[src/rtl/alu_controller_if.sv]
// alu_controller_if
//  Bundles the instruction handshake, the ALU flag input and the decoded
//  datapath controls that pass between the controller and its neighbours.
//  master : instruction source / datapath side (drives instr, instr_valid,
//           Flags_in; observes everything else)
//  slave  : alu_controller
//  Signals:
//   instr_valid  1      instr holds a valid instruction
//   instr        16     instruction word
//   instr_ready  1      controller accepts instr this cycle
//   Flags_in     5      combinational ALU flags from the datapath
//   wEnable      16     one-hot register write enable (Rdest)
//   opcode       8      ALU opcode
//   Rdest_select 4      Rdest mux select
//   Rsrc_select  4      Rsrc mux select
//   Imm_select   1      1 = ALU B operand is Imm_in
//   Imm_in       16     extended immediate
//   flags_q      5      flags latched from the last flag-writing instruction
//   retired      CNT_W  retired-instruction count (wraps)
//   halted       1      controller is halted
interface alu_controller_if #(
   parameter int CNT_W = 16
);
   logic             instr_valid;
   logic [15:0]      instr;
   logic             instr_ready;
   logic [4:0]       Flags_in;
   logic [15:0]      wEnable;
   logic [7:0]       opcode;
   logic [3:0]       Rdest_select;
   logic [3:0]       Rsrc_select;
   logic             Imm_select;
   logic [15:0]      Imm_in;
   logic [4:0]       flags_q;
   logic [CNT_W-1:0] retired;
   logic             halted;

   modport master (
      output instr_valid, instr, Flags_in,
      input  instr_ready, wEnable, opcode, Rdest_select, Rsrc_select,
             Imm_select, Imm_in, flags_q, retired, halted
   );

   modport slave (
      input  instr_valid, instr, Flags_in,
      output instr_ready, wEnable, opcode, Rdest_select, Rsrc_select,
             Imm_select, Imm_in, flags_q, retired, halted
   );
endinterface

[src/rtl/alu_controller.sv]
// alu_controller
//  Control FSM in front of the register-bank/ALU datapath. Takes 16-bit
//  instructions over a valid/ready handshake, holds the current one in IR,
//  decodes IR into opcode, register selects, immediate and a one-hot write
//  enable, latches the ALU flags and counts retired instructions.
//  Ports:
//   clk    clock, all state changes on the rising edge
//   reset  asynchronous active-high reset
//   bus    alu_controller_if.slave (handshake, flags, datapath controls)
//
//  state    | meaning
//  ---------+-----------------------------------------------------------
//  ST_FETCH | ready for an instruction; HALT_WORD goes to ST_HALT
//  ST_EXEC  | one cycle, write enable asserted, flags/counter update at end
//  ST_HALT  | stopped; only reset leaves this state
module alu_controller #(
   parameter logic [15:0] HALT_WORD = 16'hFFFF,
   parameter int          CNT_W     = 16
) (
   input  logic            clk,
   input  logic            reset,
   alu_controller_if.slave bus
);

   localparam logic [1:0] ST_FETCH = 2'b00;
   localparam logic [1:0] ST_EXEC  = 2'b01;
   localparam logic [1:0] ST_HALT  = 2'b10;

   localparam logic [3:0] OP_CMP = 4'hB;

   logic [1:0]       state_q;
   logic [15:0]      ir_q;
   logic [4:0]       flags_q;
   logic [CNT_W-1:0] retired_q;

   logic [3:0]  ir_class;
   logic [3:0]  ir_rdest;
   logic [3:0]  ir_funct;
   logic [3:0]  ir_rsrc;
   logic        reg_form;
   logic        logical_imm;
   logic        is_nop;
   logic        is_cmp;
   logic        no_write;

   logic [7:0]  opcode_d;
   logic        imm_select_d;
   logic [15:0] imm_in_d;
   logic [15:0] wen_d;

   // ------------------------------------------------------------------
   // Decode: purely from IR, so the datapath controls stay stable in every
   // state and change only when a new instruction is latched.
   // ------------------------------------------------------------------
   assign ir_class = ir_q[15:12];
   assign ir_rdest = ir_q[11:8];
   assign ir_funct = ir_q[7:4];
   assign ir_rsrc  = ir_q[3:0];

   assign reg_form    = (ir_class == 4'h0);
   assign logical_imm = (ir_class == 4'h1) || (ir_class == 4'h2) || (ir_class == 4'h3);
   assign is_nop      = (ir_q == 16'h0000);
   assign is_cmp      = (reg_form && (ir_funct == OP_CMP)) || (ir_class == OP_CMP);
   assign no_write    = is_nop || is_cmp;

   always_comb begin
      opcode_d     = 8'h00;
      imm_select_d = 1'b0;
      imm_in_d     = 16'h0000;
      if (reg_form) begin
         opcode_d = {4'h0, ir_funct};
      end else begin
         opcode_d     = {ir_class, 4'h0};
         imm_select_d = 1'b1;
         if (logical_imm) begin
            imm_in_d = {8'h00, ir_q[7:0]};
         end else begin
            imm_in_d = {{8{ir_q[7]}}, ir_q[7:0]};
         end
      end
   end

   // The write enable is decoded from the state register, which reset clears
   // asynchronously, so a reset during EXEC drops the write in the same cycle.
   always_comb begin
      wen_d = 16'h0000;
      if ((state_q == ST_EXEC) && !no_write) begin
         wen_d = 16'h0001 << ir_rdest;
      end
   end

   // ------------------------------------------------------------------
   // Sequencer
   // ------------------------------------------------------------------
   always_ff @(posedge clk or posedge reset) begin
      if (reset) begin
         state_q   <= ST_FETCH;
         ir_q      <= 16'h0000;
         flags_q   <= 5'b00000;
         retired_q <= '0;
      end else begin
         case (state_q)
            ST_FETCH: begin
               if (bus.instr_valid) begin
                  // The halt word is caught before it can be latched, so IR
                  // (and the decoded outputs) keep the last real instruction.
                  if (bus.instr == HALT_WORD) begin
                     state_q <= ST_HALT;
                  end else begin
                     ir_q    <= bus.instr;
                     state_q <= ST_EXEC;
                  end
               end
            end
            ST_EXEC: begin
               if (!is_nop) begin
                  flags_q <= bus.Flags_in;
               end
               retired_q <= retired_q + CNT_W'(1);
               state_q   <= ST_FETCH;
            end
            ST_HALT: begin
               state_q <= ST_HALT;
            end
            default: begin
               state_q <= ST_FETCH;
            end
         endcase
      end
   end

   // ------------------------------------------------------------------
   // Outputs
   // ------------------------------------------------------------------
   assign bus.instr_ready  = (state_q == ST_FETCH);
   assign bus.halted       = (state_q == ST_HALT);
   assign bus.wEnable      = wen_d;
   assign bus.opcode       = opcode_d;
   assign bus.Rdest_select = ir_rdest;
   assign bus.Rsrc_select  = ir_rsrc;
   assign bus.Imm_select   = imm_select_d;
   assign bus.Imm_in       = imm_in_d;
   assign bus.flags_q      = flags_q;
   assign bus.retired      = retired_q;

endmodule

[src/flat_wrapper.sv]
// flat-port wrapper written by rule: the top's interface ports become plain ports
module alu_controller_flat 
#(
   parameter logic [15:0] HALT_WORD = 16'hFFFF,
   parameter int          CNT_W     = 16
)
  (clk, reset, bus_instr_valid, bus_instr, bus_Flags_in, bus_instr_ready, bus_wEnable, bus_opcode, bus_Rdest_select, bus_Rsrc_select, bus_Imm_select, bus_Imm_in, bus_flags_q, bus_retired, bus_halted);
  alu_controller_if #(.CNT_W(CNT_W)) bus_i ();
  input  logic clk;
  input  logic reset;
  input wire logic [$bits(bus_i.instr_valid)-1:0] bus_instr_valid;
  input wire logic [$bits(bus_i.instr)-1:0] bus_instr;
  input wire logic [$bits(bus_i.Flags_in)-1:0] bus_Flags_in;
  output wire logic [$bits(bus_i.instr_ready)-1:0] bus_instr_ready;
  output wire logic [$bits(bus_i.wEnable)-1:0] bus_wEnable;
  output wire logic [$bits(bus_i.opcode)-1:0] bus_opcode;
  output wire logic [$bits(bus_i.Rdest_select)-1:0] bus_Rdest_select;
  output wire logic [$bits(bus_i.Rsrc_select)-1:0] bus_Rsrc_select;
  output wire logic [$bits(bus_i.Imm_select)-1:0] bus_Imm_select;
  output wire logic [$bits(bus_i.Imm_in)-1:0] bus_Imm_in;
  output wire logic [$bits(bus_i.flags_q)-1:0] bus_flags_q;
  output wire logic [$bits(bus_i.retired)-1:0] bus_retired;
  output wire logic [$bits(bus_i.halted)-1:0] bus_halted;
  assign bus_i.instr_valid = bus_instr_valid;
  assign bus_i.instr = bus_instr;
  assign bus_i.Flags_in = bus_Flags_in;
  assign bus_instr_ready = bus_i.instr_ready;
  assign bus_wEnable = bus_i.wEnable;
  assign bus_opcode = bus_i.opcode;
  assign bus_Rdest_select = bus_i.Rdest_select;
  assign bus_Rsrc_select = bus_i.Rsrc_select;
  assign bus_Imm_select = bus_i.Imm_select;
  assign bus_Imm_in = bus_i.Imm_in;
  assign bus_flags_q = bus_i.flags_q;
  assign bus_retired = bus_i.retired;
  assign bus_halted = bus_i.halted;
  alu_controller #(.HALT_WORD(HALT_WORD), .CNT_W(CNT_W)) u_core (.clk(clk), .reset(reset), .bus(bus_i));
endmodule
[config.mk]
export PLATFORM = sky130hd
export DESIGN_NAME = alu_controller_flat
export DESIGN_NICKNAME = d
export VERILOG_FILES = /design/src/rtl/alu_controller_if.sv /design/src/rtl/alu_controller.sv /design/src/flat_wrapper.sv
export SDC_FILE = /design/constraint.sdc
export NUM_CORES = 1
export LEC_CHECK = 0
export ABC_CLOCK_PERIOD_IN_PS = 2100
export CORE_UTILIZATION = 41
export CTS_CLUSTER_DIAMETER = 60
export DETAILED_ROUTE_END_ITERATION = 8
export GPL_TIMING_DRIVEN = 0
export PLACE_DENSITY = 0.8
export SYNTH_ARGS = -nofsm -noshare
export SYNTH_HDL_FRONTEND = slang
export SYNTH_SLANG_ARGS = --single-unit
[constraint.sdc]
create_clock -name clk -period 2.1 [get_ports clk]
set_input_delay 0.21 -clock clk [delete_from_list [all_inputs] [get_ports clk]]
set_output_delay 0.21 -clock clk [all_outputs]
set_load 0.02 [all_outputs]
==> impl_metrics.env <==
export IMPL_yosysTopAreaCell="dfrtp_1"
export IMPL_wl_per_cell_um=14.8
export IMPL_gr_total_overflow=0
export IMPL_htreeDepth=2
export IMPL_postPlaceCellArea_um2=3110
export IMPL_synthArstFlopShare_pct=100
export IMPL_required_ps=1890
export IMPL_hold_path_class="primary input to async pin"
export IMPL_syn_avg_cell_area_um2=10.8
export IMPL_grt_max_degree=40
export IMPL_status="finished, violations left"
export IMPL_drive_gt1_share_pct=31.6
export IMPL_rr_startpoint="u_core.ir_q[12]"
export IMPL_hpwl_mm=3.89
export IMPL_rows=25
export IMPL_p_leak_nw=1.43
export IMPL_max_freq_ghz=0.475
export IMPL_fp_coreArea_um2=4790
export IMPL_synth_area_um2=2080
export IMPL_globalplace_congestion=0.726
export IMPL_cts_root_buffer="clkbuf_8"
export IMPL_dieWidth_um=73.2
export IMPL_tns_ps=-7.68
export IMPL_maxCapViolCount=0
export IMPL_regToRegEndpoint="u_core.bus.flags_q[3]"
export IMPL_grt_usage_pct=20.4
export IMPL_netlist_top_cells_count="39 x dfrtp_1, 21 x mux2_2, 16 x buf_4"
export IMPL_power_w=0.00267
export IMPL_die_area_um2=5350
export IMPL_antenna_found_initial=0
export IMPL_finalCritPeriodShare_pct=100
export IMPL_rsz0062_at_grt="true"
export IMPL_r2r_slack_ps=170
export IMPL_diodes=0
export IMPL_stdcell_area_um2=3330
export IMPL_final_max_slew_viol_count=0
export IMPL_ys_ff_latch=39
export IMPL_clock_skew_ps=5.74
export IMPL_die_y_um=73.2
export IMPL_ios=96
export IMPL_crit_type="register to output port"
export IMPL_synth_fp_nets=217
export IMPL_clockBufferDepth=2
export IMPL_synth_area_leaders="dfrtp_1 47%, mux2_2 11%, buf_4 5.8%"
export IMPL_cts_buffers=5
export IMPL_yosysSeqAreaShare_pct=47.0
export IMPL_clk_pin_slew_ps=80
export IMPL_finalNetCount=325
export IMPL_p_per_area_nw_per_um2=804
export IMPL_place_worst_setup_slack_ps=-300
export IMPL_ant_nets=0
export IMPL_yosys_area_top_type_share_pct=47.0
export IMPL_netlist_instances=192
export IMPL_grt_first_pass_wirelength_mm=8.15
export IMPL_via_per_inst=4.91
export IMPL_ir_drop_mv=0.459
export IMPL_area_growth_pct=60.1
export IMPL_drtPass1Iterations=4
export IMPL_drt_iter0_drc=50
export IMPL_grt_pass1_vias=1691
export IMPL_drc=0
export IMPL_synth_edf_count=0
export IMPL_fin_crit_ps=2110
export IMPL_setup_viol=2
export IMPL_clock_sinks=39
export IMPL_slew_headroom_pct=45.0
export IMPL_cts_tree="built"
export IMPL_ys_flop_type="dfrtp_1"
export IMPL_hold_viol=0
export IMPL_worstMarginPinSlew_ps=823
export IMPL_io_buffers=95
export IMPL_start_util_pct=43.4
export IMPL_worstSetupEndpointType="output port"
export IMPL_clock_latency_ps=290
export IMPL_yosysMostFrequentCell="dfrtp_1"
export IMPL_wirelength_mm=5.46
export IMPL_arrival_ps=1900
export IMPL_ys_types=34
export IMPL_hold_slack_ps=392
export IMPL_ys_warn_count=0
export IMPL_crit_fanout=7
export IMPL_rr_worst_depth=5
export IMPL_postCtsHoldBufs=0
export IMPL_start_kind="register"
export IMPL_routed_via_count=1806
export IMPL_fin_ws_ps=-6.29
export IMPL_violations="setup timing"
-- cell usage in the layout (no fill, tap or decap), types with 6 or more instances in the layout --
| master | instances |
|---|---|
| buf_2 | 11 |
| clkbuf_8 | 6 |
| nand4_1 | 9 |
| mux2_2 | 21 |
| nor4_1 | 7 |
| clkdlybuf4s50_1 | 65 |
| nor4_2 | 7 |
| nand2_1 | 13 |
| buf_4 | 23 |
| nor2_1 | 9 |
| dfrtp_1 | 34 |
| nor2b_1 | 7 |
| dlygate4sd2_1 | 14 |
| xnor2_1 | 12 |
-- area by class of cell --
class                           count  area, um^2
Sequential cell                    39         982
Clock inverter                      3        43.8
Fill cell                         370        1460
Buffer                             24         176
Clock buffer                        5        68.8
Tap cell                           67        83.8
Timing Repair Buffer              102         936
Multi-Input combinational cell    125        1020
Inverter                            3        11.3
-- routing by layer --
metal	vias up	share of wire (%)	track usage, %	routed length [um]
li1	876	-	-	-
met1	868	43	25.9	2380
met2	52	51	33.2	2760
met3	10	3.9	5.39	215
met4	0	2.0	8.06	108
met5	-	0	0	0
-- worst max-delay path by stage --
stage / from / endpoint / slack [ps] / cells after the start
final: u_core.ir_q[15] / bus_wEnable[14] / -6 / 7
after global routing: u_core.ir_q[15] / bus_wEnable[14] / -80 / 7
after CTS: u_core.ir_q[15] / bus_Imm_select / -6 / 4
after detailed placement: u_core.ir_q[15] / bus_wEnable[13] / -300 / 6
after global placement: u_core.ir_q[15] / bus_wEnable[11] / -260 / 6
after floorplan: u_core.ir_q[7] / bus_wEnable[10] / 240 / 5
-- flip-flops by register name, summed over array words and instances, names as in the netlist --
signal and cells:
u_core.bus.retired 16, u_core.ir_q 16, u_core.bus.flags_q 5, u_core.state_q 2
-- report_power, final --
part	switching, W	internal (W)	leakage (nW)
clock network	0.000271	0.000354	0.0581
registers	0.000160	0.000867	0.481
logic	0.000494	0.000529	0.887
total	0.000925	0.00175	1.43
-- metrics by stage --
| step | cells | util (%) |
|---|---|---|
| 6_report | 368 | 69.5 |
| 5_1_grt | 368 | 69.5 |
| 4_1_cts | 367 | 67.9 |
| 3_5_place_dp | 354 | 65.0 |
| 3_3_place_gp | 354 | 65.0 |
| 2_1_floorplan | 192 | - |
-- kinds of logic after synthesis --
logic type	Yosys count	synth area share, %
AO/OA/AOI/OAI	4	1.87
XOR/XNOR	15	6.33
adder cells (fa/ha/maj)	1	0.602
buffers and inverters	28	8.37
flip-flops	39	47.0
multiplexers	21	11.4
AND/OR/NAND/NOR	84	24.5
-- critical path, stage by stage (launching register included) --
cell and delay [ps]:
dfrtp_2 470, nor3b_2 190, nand4_1 160, a21oi_4 290
buf_6 160, buf_6 110, nor4_4 40, buf_4 170
-- timing repair --
| action | CTS | global route |
|---|---|---|
| buffers inserted | 5 | 1 |
| resized for setup | 83 | 30 |
| setup endpoints to repair | 30 | 24 |
| gates cloned | 0 | 1 |
| pin swaps | 3 | 7 |
(Power assumes the default switching activity.)
